<file path="config.mk">
export PLATFORM = sky130hd
export DESIGN_NAME = audio_nios_pio_in_dbnc
export DESIGN_NICKNAME = d
export VERILOG_FILES = /design/src/rtl/audio_nios_pio_in_dbnc.sv
export SDC_FILE = /design/constraint.sdc
export NUM_CORES = 1
export LEC_CHECK = 0
export CORE_UTILIZATION = 55
export CTS_CLUSTER_DIAMETER = 30
export DETAILED_ROUTE_END_ITERATION = 8
export GPL_TIMING_DRIVEN = 0
export PLACE_DENSITY = 0.79
export SLEW_MARGIN = 15
export SYNTH_ARGS = -nofsm -noshare
export SYNTH_HDL_FRONTEND = slang
export SYNTH_SLANG_ARGS = --single-unit
</file>
<file path="constraint.sdc">
create_clock -name clk -period 3.3 [get_ports clk]
set_input_delay 0.66 -clock clk [delete_from_list [all_inputs] [get_ports clk]]
set_output_delay 0.66 -clock clk [all_outputs]
set_load 0.01 [all_outputs]
</file>
<file path="src/rtl/audio_nios_pio_in_dbnc.sv">
// Avalon-MM input PIO: synchroniser, per-bit debounce, selectable edge capture
// (write-1-to-clear) and a maskable level interrupt for board switches and keys.
module audio_nios_pio_in_dbnc #(
  parameter int WIDTH       = 10,
  parameter int SYNC_STAGES = 2,
  parameter int DBNC_CYCLES = 50000
) (
  input  logic             clk,
  input  logic             reset_n,
  input  logic [2:0]       address,
  input  logic             chipselect,
  input  logic             write_n,
  input  logic [31:0]      writedata,
  input  logic [WIDTH-1:0] in_port,
  output logic [31:0]      readdata,
  output logic             irq
);

  localparam int               CNT_W    = $clog2(DBNC_CYCLES) + 1;
  localparam logic [CNT_W-1:0] CNT_LAST = CNT_W'(DBNC_CYCLES - 1);

  localparam logic [2:0] ADDR_DATA  = 3'd0;
  localparam logic [2:0] ADDR_RAW   = 3'd1;
  localparam logic [2:0] ADDR_MASK  = 3'd2;
  localparam logic [2:0] ADDR_EDGE  = 3'd3;
  localparam logic [2:0] ADDR_RISE  = 3'd4;
  localparam logic [2:0] ADDR_FALL  = 3'd5;
  localparam logic [2:0] ADDR_DBNC  = 3'd6;

  logic [SYNC_STAGES-1:0][WIDTH-1:0] r_sync;
  logic [WIDTH-1:0]                  w_sync_q;
  logic [WIDTH-1:0]                  w_stable;
  logic [WIDTH-1:0]                  r_prev;
  logic [WIDTH-1:0]                  r_edge_cap;
  logic [WIDTH-1:0]                  r_irq_mask;
  logic [WIDTH-1:0]                  r_rise_en;
  logic [WIDTH-1:0]                  r_fall_en;
  logic [WIDTH-1:0]                  r_dbnc_en;
  logic [WIDTH-1:0]                  w_rise;
  logic [WIDTH-1:0]                  w_fall;
  logic [WIDTH-1:0]                  w_event;
  logic [WIDTH-1:0]                  w_clr;
  logic [WIDTH-1:0]                  w_wdata;
  logic                              w_wr;
  logic [31:0]                       w_rd_mux;
  logic [31:0]                       w_unused_wdata;

  assign w_wr           = chipselect & ~write_n;
  assign w_wdata        = writedata[WIDTH-1:0];
  assign w_unused_wdata = writedata;

  // Stage 0 samples the pins; the last stage is the synchronised value.
  always_ff @(posedge clk or negedge reset_n) begin
    if (!reset_n) begin
      r_sync <= '0;
    end else begin
      r_sync <= {r_sync[SYNC_STAGES-2:0], in_port};
    end
  end

  assign w_sync_q = r_sync[SYNC_STAGES-1];

  generate
    for (genvar gi = 0; gi < WIDTH; gi++) begin : g_dbnc
      logic [CNT_W-1:0] r_cnt;
      logic             r_stable;

      // Counts consecutive disagreeing cycles; any agreement restarts the interval.
      always_ff @(posedge clk or negedge reset_n) begin
        if (!reset_n) begin
          r_cnt    <= '0;
          r_stable <= 1'b0;
        end else if (!r_dbnc_en[gi]) begin
          r_cnt    <= '0;
          r_stable <= w_sync_q[gi];
        end else if (w_sync_q[gi] == r_stable) begin
          r_cnt <= '0;
        end else if (r_cnt == CNT_LAST) begin
          r_cnt    <= '0;
          r_stable <= w_sync_q[gi];
        end else begin
          r_cnt <= r_cnt + CNT_W'(1);
        end
      end

      assign w_stable[gi] = r_stable;
    end
  endgenerate

  assign w_rise  = w_stable & ~r_prev;
  assign w_fall  = ~w_stable & r_prev;
  assign w_event = (w_rise & r_rise_en) | (w_fall & r_fall_en);
  assign w_clr   = (w_wr && (address == ADDR_EDGE)) ? w_wdata : '0;

  // A new event overrides a same-cycle clear so nothing is lost.
  always_ff @(posedge clk or negedge reset_n) begin
    if (!reset_n) begin
      r_prev     <= '0;
      r_edge_cap <= '0;
    end else begin
      r_prev     <= w_stable;
      r_edge_cap <= w_event | (r_edge_cap & ~w_clr);
    end
  end

  always_ff @(posedge clk or negedge reset_n) begin
    if (!reset_n) begin
      r_irq_mask <= '0;
      r_rise_en  <= '1;
      r_fall_en  <= '0;
      r_dbnc_en  <= '1;
    end else if (w_wr) begin
      case (address)
        ADDR_MASK: r_irq_mask <= w_wdata;
        ADDR_RISE: r_rise_en  <= w_wdata;
        ADDR_FALL: r_fall_en  <= w_wdata;
        ADDR_DBNC: r_dbnc_en  <= w_wdata;
        default:   ;
      endcase
    end
  end

  always_comb begin
    w_rd_mux = '0;
    case (address)
      ADDR_DATA: w_rd_mux[WIDTH-1:0] = w_stable;
      ADDR_RAW:  w_rd_mux[WIDTH-1:0] = w_sync_q;
      ADDR_MASK: w_rd_mux[WIDTH-1:0] = r_irq_mask;
      ADDR_EDGE: w_rd_mux[WIDTH-1:0] = r_edge_cap;
      ADDR_RISE: w_rd_mux[WIDTH-1:0] = r_rise_en;
      ADDR_FALL: w_rd_mux[WIDTH-1:0] = r_fall_en;
      ADDR_DBNC: w_rd_mux[WIDTH-1:0] = r_dbnc_en;
      default:   w_rd_mux = '0;
    endcase
  end

  // Read data is registered every cycle from the presented address.
  always_ff @(posedge clk or negedge reset_n) begin
    if (!reset_n) begin
      readdata <= '0;
    end else begin
      readdata <= w_rd_mux;
    end
  end

  assign irq = |(r_edge_cap & r_irq_mask);

endmodule

</file>
# After elaboration in Yosys (flattened, before gate mapping)
# Index checks and enable logic that the tools add are counted.
# word_totals
register_bits	270
input_bits	49
elab_cells	177
# classes
n_addsub	10
eq_ne	46
mux	62
bitwise	13
n_reduce_logical	17
# ops
operator	count
two-way mux 17 bit	30
adder 17 x 1 -> 17 bit (second input constant)	10
equality test 17 x 16 -> 1 bit (second input constant)	10
case mux 10 bit (7 select lines)	1
AND 10 bit	6
two-way mux 1 bit	30
inverter 10 bit	3
AND reduction 2 bit	14
inequality test 2 x 1 -> 1 bit (second input constant)	10
inequality test 2 bit (second input constant)	10
OR 10 bit	2
equality test 1 bit	10
two-way mux 10 bit	1
OR reduction 10 bit	1
equality test 3 bit (second input constant)	3
equality test 3 x 2 -> 1 bit (second input constant)	2
equality test 3 x 1 -> 1 bit (second input constant)	1
logical NOT 3 bit	1
AND 1 bit	1
logical AND 1 bit	1
inverter 1 bit	1

# Logic depth before layout (Yosys ltp)
# logic_depth
ltp_word	7
mapped_depth	7
mapped_depth_nobuf	5

# Worst setup path before layout
# OpenSTA, ideal clock, no wires.
# synth_path
path_type	input to register
from	input port address[0]
to	register readdata[6]
arrival_ps	1923
t_required_ps	3174
path_slack_ps	1251
path_stages	5
n_path_buf	3
path_cell_list	clkbuf_1 buf_2 clkbuf_1 a21oi_1 a311o_1
# synth_via
elab_chain_cells	2
word_cells_on_any_way	8
# synth_rtl
item	line	source
from (decl)	10	input logic [2:0] address,
equality test 3 bit, or another cell as far along	125	case (address)
case mux 10 bit (7 select lines) (*)	125	
net w_rd_mux[6]	45	logic [31:0] w_rd_mux;
to (signal assigned)	142	readdata <= w_rd_mux;
to (decl)	15	output logic [31:0] readdata,
# Mark *: on every way through the listed nets, which the timed path passes. The rest lies on a longest branch.
# A chain may end at the register's enable or synchronous reset.

# Final worst setup path
# layout_path
from	register r_irq_mask[9]
to	output port irq
# layout_via
elab_chain_cells	2
# layout_rtl
item	line	source
from (decl)	35	logic [WIDTH-1:0] r_irq_mask;
from (signal assigned)	114	ADDR_MASK: r_irq_mask <= w_wdata;
AND 10 bit	146	assign irq = |(r_edge_cap & r_irq_mask);
OR reduction 10 bit	146	
to (decl)	16	output logic irq
# Every way passes these cells.

==> impl_metrics.py <==
metrics = {
    "sta": {
        "drv_slew": 0,
        "setup_ws_ps": 508.5,
        "tightest_slew_ps": 1076,
        "fin_crit_sh_pct": 84.59,
        "slew_headroom_pct": 27.89,
        "finalHoldViolations": 0,
        "worst_clock_skew_ps": 21.89,
        "rsz0062_at_grt": "false",
        "finalSetupViolCount": 0,
        "fmax_mhz": 358.2,
        "fin_crit_ps": 2791,
    },
    "synthesis": {
        "synth_edf_count": 0,
        "synth_top_area_share_pct": 49.85,
        "avgSynthCellArea_um2": 10.32,
        "synth_area_um2": 12550,
        "synth_area_leaders": "dfrtp_1 (50%), xnor2_1 (9.7%), nor2_1 (6.6%)",
        "synth_largest_area_cell": "dfrtp_1",
        "yosysWarnings": 0,
        "synth_commonest_cells": "dfrtp_1 (250), nor2_1 (221), xnor2_1 (139)",
        "synth_cell_types": 52,
        "synthCells": 1216,
        "yosysSeqAreaShare_pct": 54.03,
        "synth_most_common_cell": "dfrtp_1",
        "ys_seq_elements": 270,
        "synth_ff_type": "dfrtp_1",
        "async_flop_share_pct": 100.0,
    },
    "clocking": {
        "cts_hold_buf": 0,
        "cts_max_level": 2,
        "cts_resized": 0,
        "cts.sinks": 270,
        "cts_tree": "yes",
        "path_clk_slew_ps": 50,
        "clk_path_buf_depth": 3,
        "clk_latency_ps": 540,
        "cts_buffers": 54,
        "ctsRootBufferMaster": "clkbuf_16",
        "cts_setup_buffers": 0,
    },
    "global_route": {
        "grt_overflow": 0,
        "grt_busiest_layer": "met2",
        "grt_max_degree": 106,
        "antenna_found_initial": 0,
        "grtUsageMet3_pct": 4.395,
        "use_met1_pct": 30.49,
        "track_usage_pct": 23.49,
        "grt_pass1_vias": 9264,
        "grt_pass1_wl_um": 44960,
        "grt_util_met2_pct": 39.62,
    },
    "power": {
        "powerDensity_nw_per_um2": 698.0,
        "p_leak_nw": 6.120,
        "max-vdd-ir-drop_uv": 481.5,
    },
    "detailed_routing": {
        "wl_per_cell_um": 16.05,
        "wirelength_um": 26540,
        "drc": 0,
        "detail_route.iter0.violations": 525,
        "antenna_left": 0,
        "vias": 9177,
        "drt_first_pass_iters": 5,
        "vias_per_cell": 5.548,
    },
    "placed_design": {
        "place_congestion": 0.8138,
        "io_buffers": 35,
        "placed_area_um2": 13390,
        "dp_cells": 1554,
        "dp_slack_ps": 86.72,
        "dp_hpwl_um": 16670,
    },
    "worst_setup_path": {
        "cp_cell_sequence": "a22o_1, a221oi_1, nand4_1, clkdlybuf4s50_1",
        "reg2reg_from": "g_dbnc[1].r_cnt[0]",
        "end_kind": "output pin",
        "r2r-end": "g_dbnc[1].r_cnt[10]",
        "critPathMaxStageDelay_ps": 530,
        "rrSetupSlack_ps": 1000,
        "arrival_ps": 2130,
        "critical_path_required_ps": 2640,
        "cp-start-kind": "flip-flop",
        "crit_family": "buffers and inverters",
        "cp.depth": 4,
        "crit_end": "irq",
        "crit_type": "flip-flop to output pin",
        "critPathMaxFanout": 3,
        "crit_buf_inv": 1,
        "worst_r2r_path_depth": 7,
        "cpMaxStageDelayCell": "clkdlybuf4s50_1",
        "crit_start": "r_irq_mask[9]",
    },
    "floorplanning": {
        "pin_count": 82,
        "die_h_um": 153.1,
        "die_x_um": 153.1,
        "dieArea_um2": 23430,
        "core_um2": 22090,
        "row_count": 54,
        "initial_core_util_pct": 56.81,
    },
    "run": {
        "cap_violations": 0,
    },
    "final_layout": {
        "stdcell_count": 1654,
        "top_register": "g_dbnc.r_cnt",
        "layout-drive-gt1-share_pct": 14.92,
        "largest_register_ff_count": 170,
        "fin_area_um2": 15350,
        "diodes": 0,
        "area_growth_pct": 22.28,
        "nets": 1389,
    },
    "hold_path": {
        "min_path_type": "input pin to async pin",
    },
    "status": {
        "outcome": "finished clean",
    },
}
==> worst reg2reg max path, cell delays in order (launching register included) <==
cell,delay (ps)
dfrtp_1,390
ha_1,200
nand3_1,290
nor4_1,380
a31o_2,210
buf_2,180
clkbuf_1,380
nor2_1,140
==> final cells by class <==
class / count / area, um^2
buffer: 49 / 289.0
clock buffer: 67 / 1490
clock inverter: 33 / 466.7
fill: 1529 / 6746
inverter: 56 / 210.2
multi-input combinational: 862 / 5349
sequential: 270 / 6782
tap: 280 / 350.3
timing repair buffer: 37 / 410.4
==> cells in the final DEF, fill, tap and decap left out, types with 10 or more instances in the layout <==
master           netlist  final
dfrtp_1              250    250
nor2_1               221    221
xnor2_1              139    139
nand2_1               76     76
inv_1                 56     56
nor4_1                54     54
clkbuf_16              0     54
nand3_1               50     50
nand4_1               49     49
nor3_1                44     44
clkdlybuf4s50_1        0     34
mux2_2                33     33
o21ai_0               27     27
buf_4                 24     24
conb_1                 1     22
xor2_1                21     21
dfstp_2               20     20
clkbuf_1              14     18
a21oi_1               12     12
mux2i_1               11     11
o211ai_1              10     10
a31o_2                10     10
nand3b_1              10     10
ha_1                  10     10
clkinv_2               0     10
bufinv_16              0     10
==> report_power, final <==
| group | internal (mW) | total (mW) | switching [mW] |
|---|---|---|---|
| sequential | 3.67 | 3.96 | 0.291 |
| clock | 3.98 | 5.75 | 1.77 |
| combinational | 0.448 | 0.999 | 0.551 |
| total | 8.10 | 10.7 | 2.61 |
==> through the flow <==
step	setup TNS (ps)	total power, mW	util, %	hold slack, ps
2_1_floorplan	0	4.596	-	331.2
3_3_place_gp	-2540810	4.936	60.34	334.9
3_5_place_dp	0	4.988	60.61	334.7
4_1_cts	0	10.79	69.46	146.9
5_1_grt	0	11.14	69.46	173.7
6_report	0	10.71	69.46	108.0
==> how the worst min path moves through the flow <==
stage,depth (start not counted),slack (ps),to
global placement,0,330,w_sync_q[9]
floorplan,0,330,w_sync_q[0]
CTS,1,150,g_dbnc[9].r_stable
detailed placement,0,330,w_sync_q[9]
finish,1,110,g_dbnc[9].r_cnt[3]
global route,1,170,g_dbnc[9].r_cnt[1]
==> metal layers <==
metal	share of wire (%)	vias up
met5	0	-
met4	2.2	0
met3	5.0	44
met2	50	227
met1	43	4501
li1	-	4405
==> cell families after synthesis <==
logic type,Yosys count,share of synthesized area (%)
and+or+nand+nor,532,20.19
xor gates and xnor gates,160,11.17
muxes,50,4.825
other,1,0.02988
AOI/OAI and AO/OA,88,4.785
buffers and inverters,105,3.978
adders and majority gates,10,0.9969
DFF,270,54.03
No activity file was read; power rests on OpenSTA's default activity.
